<file path="src/rtl/rnn_readout_if.sv">
// Shared hidden/weight memory read port plus the result stream of rnn_readout.
// The readout block drives the master side; memory and consumer sit on the slave side.
interface rnn_readout_if;
    logic        mce;
    logic [2:0]  msel;
    logic [16:0] maddr;
    logic [19:0] mdata_r;
    logic        o_valid;
    logic        o_ready;
    logic [19:0] o_data;
    logic [10:0] o_tidx;
    logic [1:0]  o_oidx;

    modport master (
        output mce, msel, maddr, o_valid, o_data, o_tidx, o_oidx,
        input  mdata_r, o_ready
    );

    modport slave (
        input  mce, msel, maddr, o_valid, o_data, o_tidx, o_oidx,
        output mdata_r, o_ready
    );
endinterface

</file>
<file path="src/rtl/rnn_readout.sv">
// Output projection y[t][o] = sum_h V[o][h]*h[t][h] + c[o] over the shared hidden-state memory,
// streamed out in (t, o) order with a 48-bit accumulator and saturating Q4.16 rounding.
module rnn_readout #(
    parameter int N_OUT = 4
) (
    input  logic          clk,
    input  logic          reset,
    input  logic          start,
    input  logic [10:0]   t_len,
    output logic          busy,
    output logic          done,
    rnn_readout_if.master bus
);
    typedef enum logic [2:0] {IDLE, LOAD_H, BIAS, MAC, DRAIN, ROUND, OUT, DONE} state_t;
    typedef enum logic [1:0] {RD_NONE, RD_HID, RD_BIAS, RD_WGT} rd_kind_t;

    localparam logic [1:0] O_LAST = 2'(N_OUT - 1);

    state_t             state, state_next;
    rd_kind_t           rd_kind, rd_kind_d;
    logic [5:0]         rd_idx_d;
    logic [10:0]        t_len_r;
    logic [10:0]        t;
    logic [1:0]         o;
    logic [5:0]         cnt;
    logic               busy_r;
    logic               last_o, last_t;
    logic signed [19:0] hbuf [64];
    logic signed [39:0] prod;
    logic signed [47:0] acc;
    logic signed [47:0] acc_rnd, acc_shift;
    logic [19:0]        r_sat;

    assign last_o = (o == O_LAST);
    assign last_t = (t == t_len_r - 11'd1);
    assign busy   = busy_r;

    always_ff @(posedge clk) begin
        if (reset) state <= IDLE;
        else       state <= state_next;
    end

    // Next state plus the read issued this cycle; rd_kind tags what comes back next cycle.
    always_comb begin
        state_next  = state;
        rd_kind     = RD_NONE;
        bus.mce     = 1'b0;
        bus.msel    = 3'b000;
        bus.maddr   = '0;
        bus.o_valid = 1'b0;
        done        = 1'b0;
        case (state)
            IDLE: begin
                if (start) state_next = (t_len == 11'd0) ? DONE : LOAD_H;
            end
            LOAD_H: begin
                rd_kind   = RD_HID;
                bus.mce   = 1'b1;
                bus.msel  = 3'b101;
                bus.maddr = {t, cnt};
                if (cnt == 6'd63) state_next = BIAS;
            end
            BIAS: begin
                rd_kind    = RD_BIAS;
                bus.mce    = 1'b1;
                bus.msel   = 3'b111;
                bus.maddr  = {15'b0, o};
                state_next = MAC;
            end
            MAC: begin
                rd_kind   = RD_WGT;
                bus.mce   = 1'b1;
                bus.msel  = 3'b110;
                bus.maddr = {9'b0, o, cnt};
                if (cnt == 6'd63) state_next = DRAIN;
            end
            DRAIN: state_next = ROUND;
            ROUND: state_next = OUT;
            OUT: begin
                bus.o_valid = 1'b1;
                if (bus.o_ready) begin
                    if (!last_o)      state_next = BIAS;
                    else if (!last_t) state_next = LOAD_H;
                    else              state_next = DONE;
                end
            end
            DONE: begin
                done       = 1'b1;
                state_next = IDLE;
            end
            default: state_next = IDLE;
        endcase
    end

    assign prod = 40'($signed(bus.mdata_r)) * 40'(hbuf[rd_idx_d]);

    assign acc_rnd   = acc + 48'sd32768;
    assign acc_shift = acc_rnd >>> 16;

    always_comb begin
        if (acc_shift > 48'sd524287)       r_sat = 20'h7FFFF;
        else if (acc_shift < -48'sd524288) r_sat = 20'h80000;
        else                               r_sat = acc_shift[19:0];
    end

    // Hidden words land one cycle after their address, so the write uses the delayed index.
    always_ff @(posedge clk) begin
        if (rd_kind_d == RD_HID) hbuf[rd_idx_d] <= bus.mdata_r;
    end

    always_ff @(posedge clk) begin
        if (reset) begin
            t_len_r    <= '0;
            t          <= '0;
            o          <= '0;
            cnt        <= '0;
            busy_r     <= 1'b0;
            rd_kind_d  <= RD_NONE;
            rd_idx_d   <= '0;
            acc        <= '0;
            bus.o_data <= '0;
            bus.o_tidx <= '0;
            bus.o_oidx <= '0;
        end else begin
            rd_kind_d <= rd_kind;
            rd_idx_d  <= cnt;
            case (rd_kind_d)
                RD_BIAS: acc <= {{12{bus.mdata_r[19]}}, bus.mdata_r, 16'b0};
                RD_WGT:  acc <= acc + 48'(prod);
                default: ;
            endcase
            case (state)
                IDLE: begin
                    if (start) begin
                        t_len_r <= t_len;
                        t       <= '0;
                        o       <= '0;
                        cnt     <= '0;
                        busy_r  <= (t_len != 11'd0);
                    end
                end
                LOAD_H, MAC: cnt <= cnt + 6'd1;
                ROUND: begin
                    bus.o_data <= r_sat;
                    bus.o_tidx <= t;
                    bus.o_oidx <= o;
                end
                OUT: begin
                    if (bus.o_ready) begin
                        if (!last_o) begin
                            o <= o + 2'd1;
                        end else if (!last_t) begin
                            t <= t + 11'd1;
                            o <= '0;
                        end
                    end
                end
                DONE: busy_r <= 1'b0;
                default: ;
            endcase
        end
    end
endmodule
</file>
<file path="src/flat_wrapper.sv">
// flat-port wrapper written by rule: the top's interface ports become plain ports
module rnn_readout_flat 
#(
    parameter int N_OUT = 4
)
  (clk, reset, start, t_len, busy, done, bus_mce, bus_msel, bus_maddr, bus_o_valid, bus_o_data, bus_o_tidx, bus_o_oidx, bus_mdata_r, bus_o_ready);
  rnn_readout_if bus_i ();
  input  logic clk;
  input  logic reset;
  input  logic start;
  input  logic [10:0] t_len;
  output logic busy;
  output logic done;
  output wire logic [$bits(bus_i.mce)-1:0] bus_mce;
  output wire logic [$bits(bus_i.msel)-1:0] bus_msel;
  output wire logic [$bits(bus_i.maddr)-1:0] bus_maddr;
  output wire logic [$bits(bus_i.o_valid)-1:0] bus_o_valid;
  output wire logic [$bits(bus_i.o_data)-1:0] bus_o_data;
  output wire logic [$bits(bus_i.o_tidx)-1:0] bus_o_tidx;
  output wire logic [$bits(bus_i.o_oidx)-1:0] bus_o_oidx;
  input wire logic [$bits(bus_i.mdata_r)-1:0] bus_mdata_r;
  input wire logic [$bits(bus_i.o_ready)-1:0] bus_o_ready;
  assign bus_mce = bus_i.mce;
  assign bus_msel = bus_i.msel;
  assign bus_maddr = bus_i.maddr;
  assign bus_o_valid = bus_i.o_valid;
  assign bus_o_data = bus_i.o_data;
  assign bus_o_tidx = bus_i.o_tidx;
  assign bus_o_oidx = bus_i.o_oidx;
  assign bus_i.mdata_r = bus_mdata_r;
  assign bus_i.o_ready = bus_o_ready;
  rnn_readout #(.N_OUT(N_OUT)) u_core (.clk(clk), .reset(reset), .start(start), .t_len(t_len), .busy(busy), .done(done), .bus(bus_i));
endmodule
</file>
<file path="config.mk">
export PLATFORM = sky130hd
export DESIGN_NAME = rnn_readout_flat
export DESIGN_NICKNAME = d
export VERILOG_FILES = /design/src/rtl/rnn_readout_if.sv /design/src/rtl/rnn_readout.sv /design/src/flat_wrapper.sv
export SDC_FILE = /design/constraint.sdc
export NUM_CORES = 2
export LEC_CHECK = 0
export CAP_MARGIN = 20
export CORE_MARGIN = 5
export CORE_UTILIZATION = 60
export CTS_BUF_LIST = sky130_fd_sc_hd__clkbuf_4 sky130_fd_sc_hd__clkbuf_8 sky130_fd_sc_hd__clkbuf_16
export DETAILED_ROUTE_END_ITERATION = 12
export GPL_TIMING_DRIVEN = 1
export PLACE_DENSITY = 0.85
export SYNTH_ARGS = -nofsm -noshare
export SYNTH_HDL_FRONTEND = slang
export SYNTH_SLANG_ARGS = --single-unit
</file>
<file path="constraint.sdc">
create_clock -name clk -period 19.8 [get_ports clk]
set_clock_uncertainty 0.1 [all_clocks]
set_input_delay 1.98 -clock clk [delete_from_list [all_inputs] [get_ports clk]]
set_output_delay 1.98 -clock clk [all_outputs]
set_load 0.05 [all_outputs]
</file>
==> run_results.csv <==
group,metric,value,unit
run,max_cap_violations,0,
critical_path,critPathLaunchType,"register",
clocking,cts_sinks,1403,
clocking,cts_made_buffers,134,
clocking,cts_resized,0,
global_routing,antenna_found_initial,14,
logic_synthesis,synth_enable_flop_cells,1280,
cells_and_area,syn2layout_area_growth,10.2,%
timing,slew_violations,0,
global_routing,first_global_vias,49700,
logic_synthesis,ys_types,78,
placed_design,routabilityCongestion,0.954,
drt,vias,47900,
logic_synthesis,yosys_warnings,0,
logic_synthesis,synthCells,5432,
clocking,hold_buffers,0,
drt,post-route-drc-count,0,
cells_and_area,drive_above_1_share,0.0857,
timing,fin_tns_setup,0,ps
cells_and_area,utilization,0.667,
global_routing,grt_max_degree,124,
critical_path,worst_ep_required_time,20320,ps
clocking,cts.clk_slew.worst_paths,60,ps
drt,ant_nets,0,
timing,grt_setup_unrepaired,"false",
floorplan,row_count,126,
floorplan,die_area,0.126,mm2
timing,tightest_slew,1230,ps
timing,fmax,0.0848,GHz
clocking,cts_setup_buffers,0,
global_routing,grt_pass1_wl,304,mm
timing,setup_viol,0,
global_routing,met2_usage,0.513,
timing,relSlewSlack,0.171,
timing,min_period_over_period,0.596,
clocking,cts_tree,"yes",
placed_design,hpwlAfterDp,123,mm
timing,holdWs,353,ps
critical_path,crit_slowest_cell,"nand2_2",
critical_path,worstPathArrival,12310,ps
floorplan,die_w,356,um
global_routing,met3_usage,0.102,
cells_and_area,nNetsFinal,6206,
logic_synthesis,ys_seq_area_frac,0.571,
global_routing,grtUsageMet1,0.393,
placed_design,port_buffers,91,
global_routing,grt_use_total,0.322,
critical_path,critPathTopFamily,"adder cells",
drt,detail_route.wl_per_cell,28.3,um
critical_path,max_stage_delay,660,ps
drt,drtIter0Drc,7535,
critical_path,critPathKind,"reg2reg",
critical_path,cp_max_fo,45,
clocking,h-tree-depth,4,
global_routing,grt_overflow_total,0,
logic_synthesis,syn_avg_cell_area,13.2,um2
drt,drt_wl_total,204,mm
clocking,cts_buffer_depth,3,
floorplan,start_util,0.605,
drt,dr.pass1.iters,9,
run_status,status,"finished, final reports clean",
critical_path,worstSetupEndpointType,"register",
drt,vias_per_cell,6.65,
logic_synthesis,async_flop_share,0,
logic_synthesis,synth_top_flop_cell,"edfxtp_1",
timing,hold_viol_final,0,
floorplan,coreArea,0.118,mm2
logic_synthesis,syn_area,0.0717,mm2
critical_path,critPathBufInv,8,
clocking,insertion_delay,780,ps
floorplan,dieHeight,356,um
critical_path,cpMostUsedCell,"fa_1",
cells_and_area,fillers,7577,
timing,min_period,11790,ps
logic_synthesis,synth_nets,6139,
min_path,hold_path.class,"reg2reg",
global_routing,top_usage_layer,"met2",
clocking,root_buffer,"clkbuf_16",
floorplan,top_level_ports,92,
logic_synthesis,synth-seq-cells,1403,
-- worst register-to-register path: cells and delay by family (launching register included) --
kind / cells / cell delay [ps]
compound gates: 9 / 2520
simple gates: 6 / 2140
fa+ha+maj: 8 / 3850
buf+inv: 8 / 2430
flops: 1 / 640
-- synthesized netlist by cell type (37+ instances only) --
library cell / number / area share
edfxtp_1: 1280 / 0.54
inv_1: 776 / 0.041
fa_1: 522 / 0.15
a22oi_1: 436 / 0.046
nand2_1: 339 / 0.018
nor2_1: 226 / 0.012
a21oi_1: 175 / 0.012
nor2b_1: 152 / 0.013
clkbuf_1: 151 / 0.0079
ha_1: 150 / 0.026
dfxtp_1: 123 / 0.034
a221oi_1: 115 / 0.014
a22o_1: 113 / 0.014
buf_2: 111 / 0.0078
a31oi_1: 108 / 0.0094
nand4_1: 81 / 0.0071
xnor2_1: 58 / 0.0071
nand3_1: 46 / 0.0032
o21ai_0: 45 / 0.0031
nor3_1: 42 / 0.0029
and2_1: 39 / 0.0034
buf_1: 37 / 0.0019
nand2b_1: 37 / 0.0032
-- state kept, by name, summed over array words and instances, names as in the netlist, 3 cells and up --
name / cells
u_core.bus.o_tidx: 11
u_core.rd_idx_d: 6
u_core.state: 3
u_core.acc: 48
u_core.t: 11
u_core.cnt: 6
u_core.t_len_r: 11
u_core.hbuf: 1280
u_core.bus.o_data: 20
-- per-stage QoR --
step	cells	instance area, um2	setup slack (ps)
after floorplan	5432	71700	10030
after global placement	6960	74500	8520
after detailed placement	6962	74600	8320
after CTS	7200	78900	8270
after global routing	7203	79000	7570
final	7207	79000	8010
-- per-layer routing --
metal  vias up  wire length [um]
met3       935             28400
met4        10             14100
met1     23600             66500
li1      19500                 -
met2      3894             95100
met5         -               115
-- logic make-up after synthesis --
family | count (synthesis) | share of synthesized area
AO/OA/AOI/OAI | 1111 | 0.112
XOR/XNOR | 87 | 0.0106
adder cells (fa/ha/maj) | 672 | 0.172
buffers and inverters | 1082 | 0.0589
flip-flops | 1403 | 0.571
multiplexers | 14 | 0.00199
AND/OR/NAND/NOR | 1063 | 0.0736
-- path summary, 6_finish.rpt --
path | from | to | slack, ps | cells past startpoint
worst max register to register | u_core.rd_idx_d[0] | u_core.acc[45] | 8010 | 31
worst max-delay path | u_core.rd_idx_d[0] | u_core.acc[45] | 8010 | 31
worst min-delay path | u_core.acc[1] | u_core.acc[1] | 350 | 2
worst min register to register | u_core.acc[1] | u_core.acc[1] | 350 | 2
-- layout by cell type, fill, tap and decap left out, types with 58 or more instances in the layout --
cell type and instances:
a21oi_1 175, nor2_1 160, fa_1 522, a22o_1 113, nand4_1 81, ha_1 150
nand2_1 338, inv_1 776, edfxtp_1 1280, buf_4 145, a31oi_1 108, a221oi_1 115
clkdlybuf4s50_1 70, nor2b_1 152, dfxtp_1 123, nor2_2 65, a22oi_1 436, xnor2_1 58
clkbuf_16 138
-- layout make-up --
type / instances / area, um2 / share of cell area
Timing Repair Buffer: 236 / 2020 / 0.0256
Sequential cell: 1403 / 40900 / 0.518
Multi-Input combinational cell: 2947 / 26800 / 0.339
Clock buffer: 165 / 3640 / 0.0462
Inverter: 777 / 2920 / 0.0369
Tap cell: 1600 / 2000 / 0.0254
Antenna cell: 6 / 15.0 / 0.000190
Clock inverter: 73 / 706 / 0.00894
Power is not shown: default switching activity piles up to over one toggle a cycle in this logic, so the estimate is an artifact.
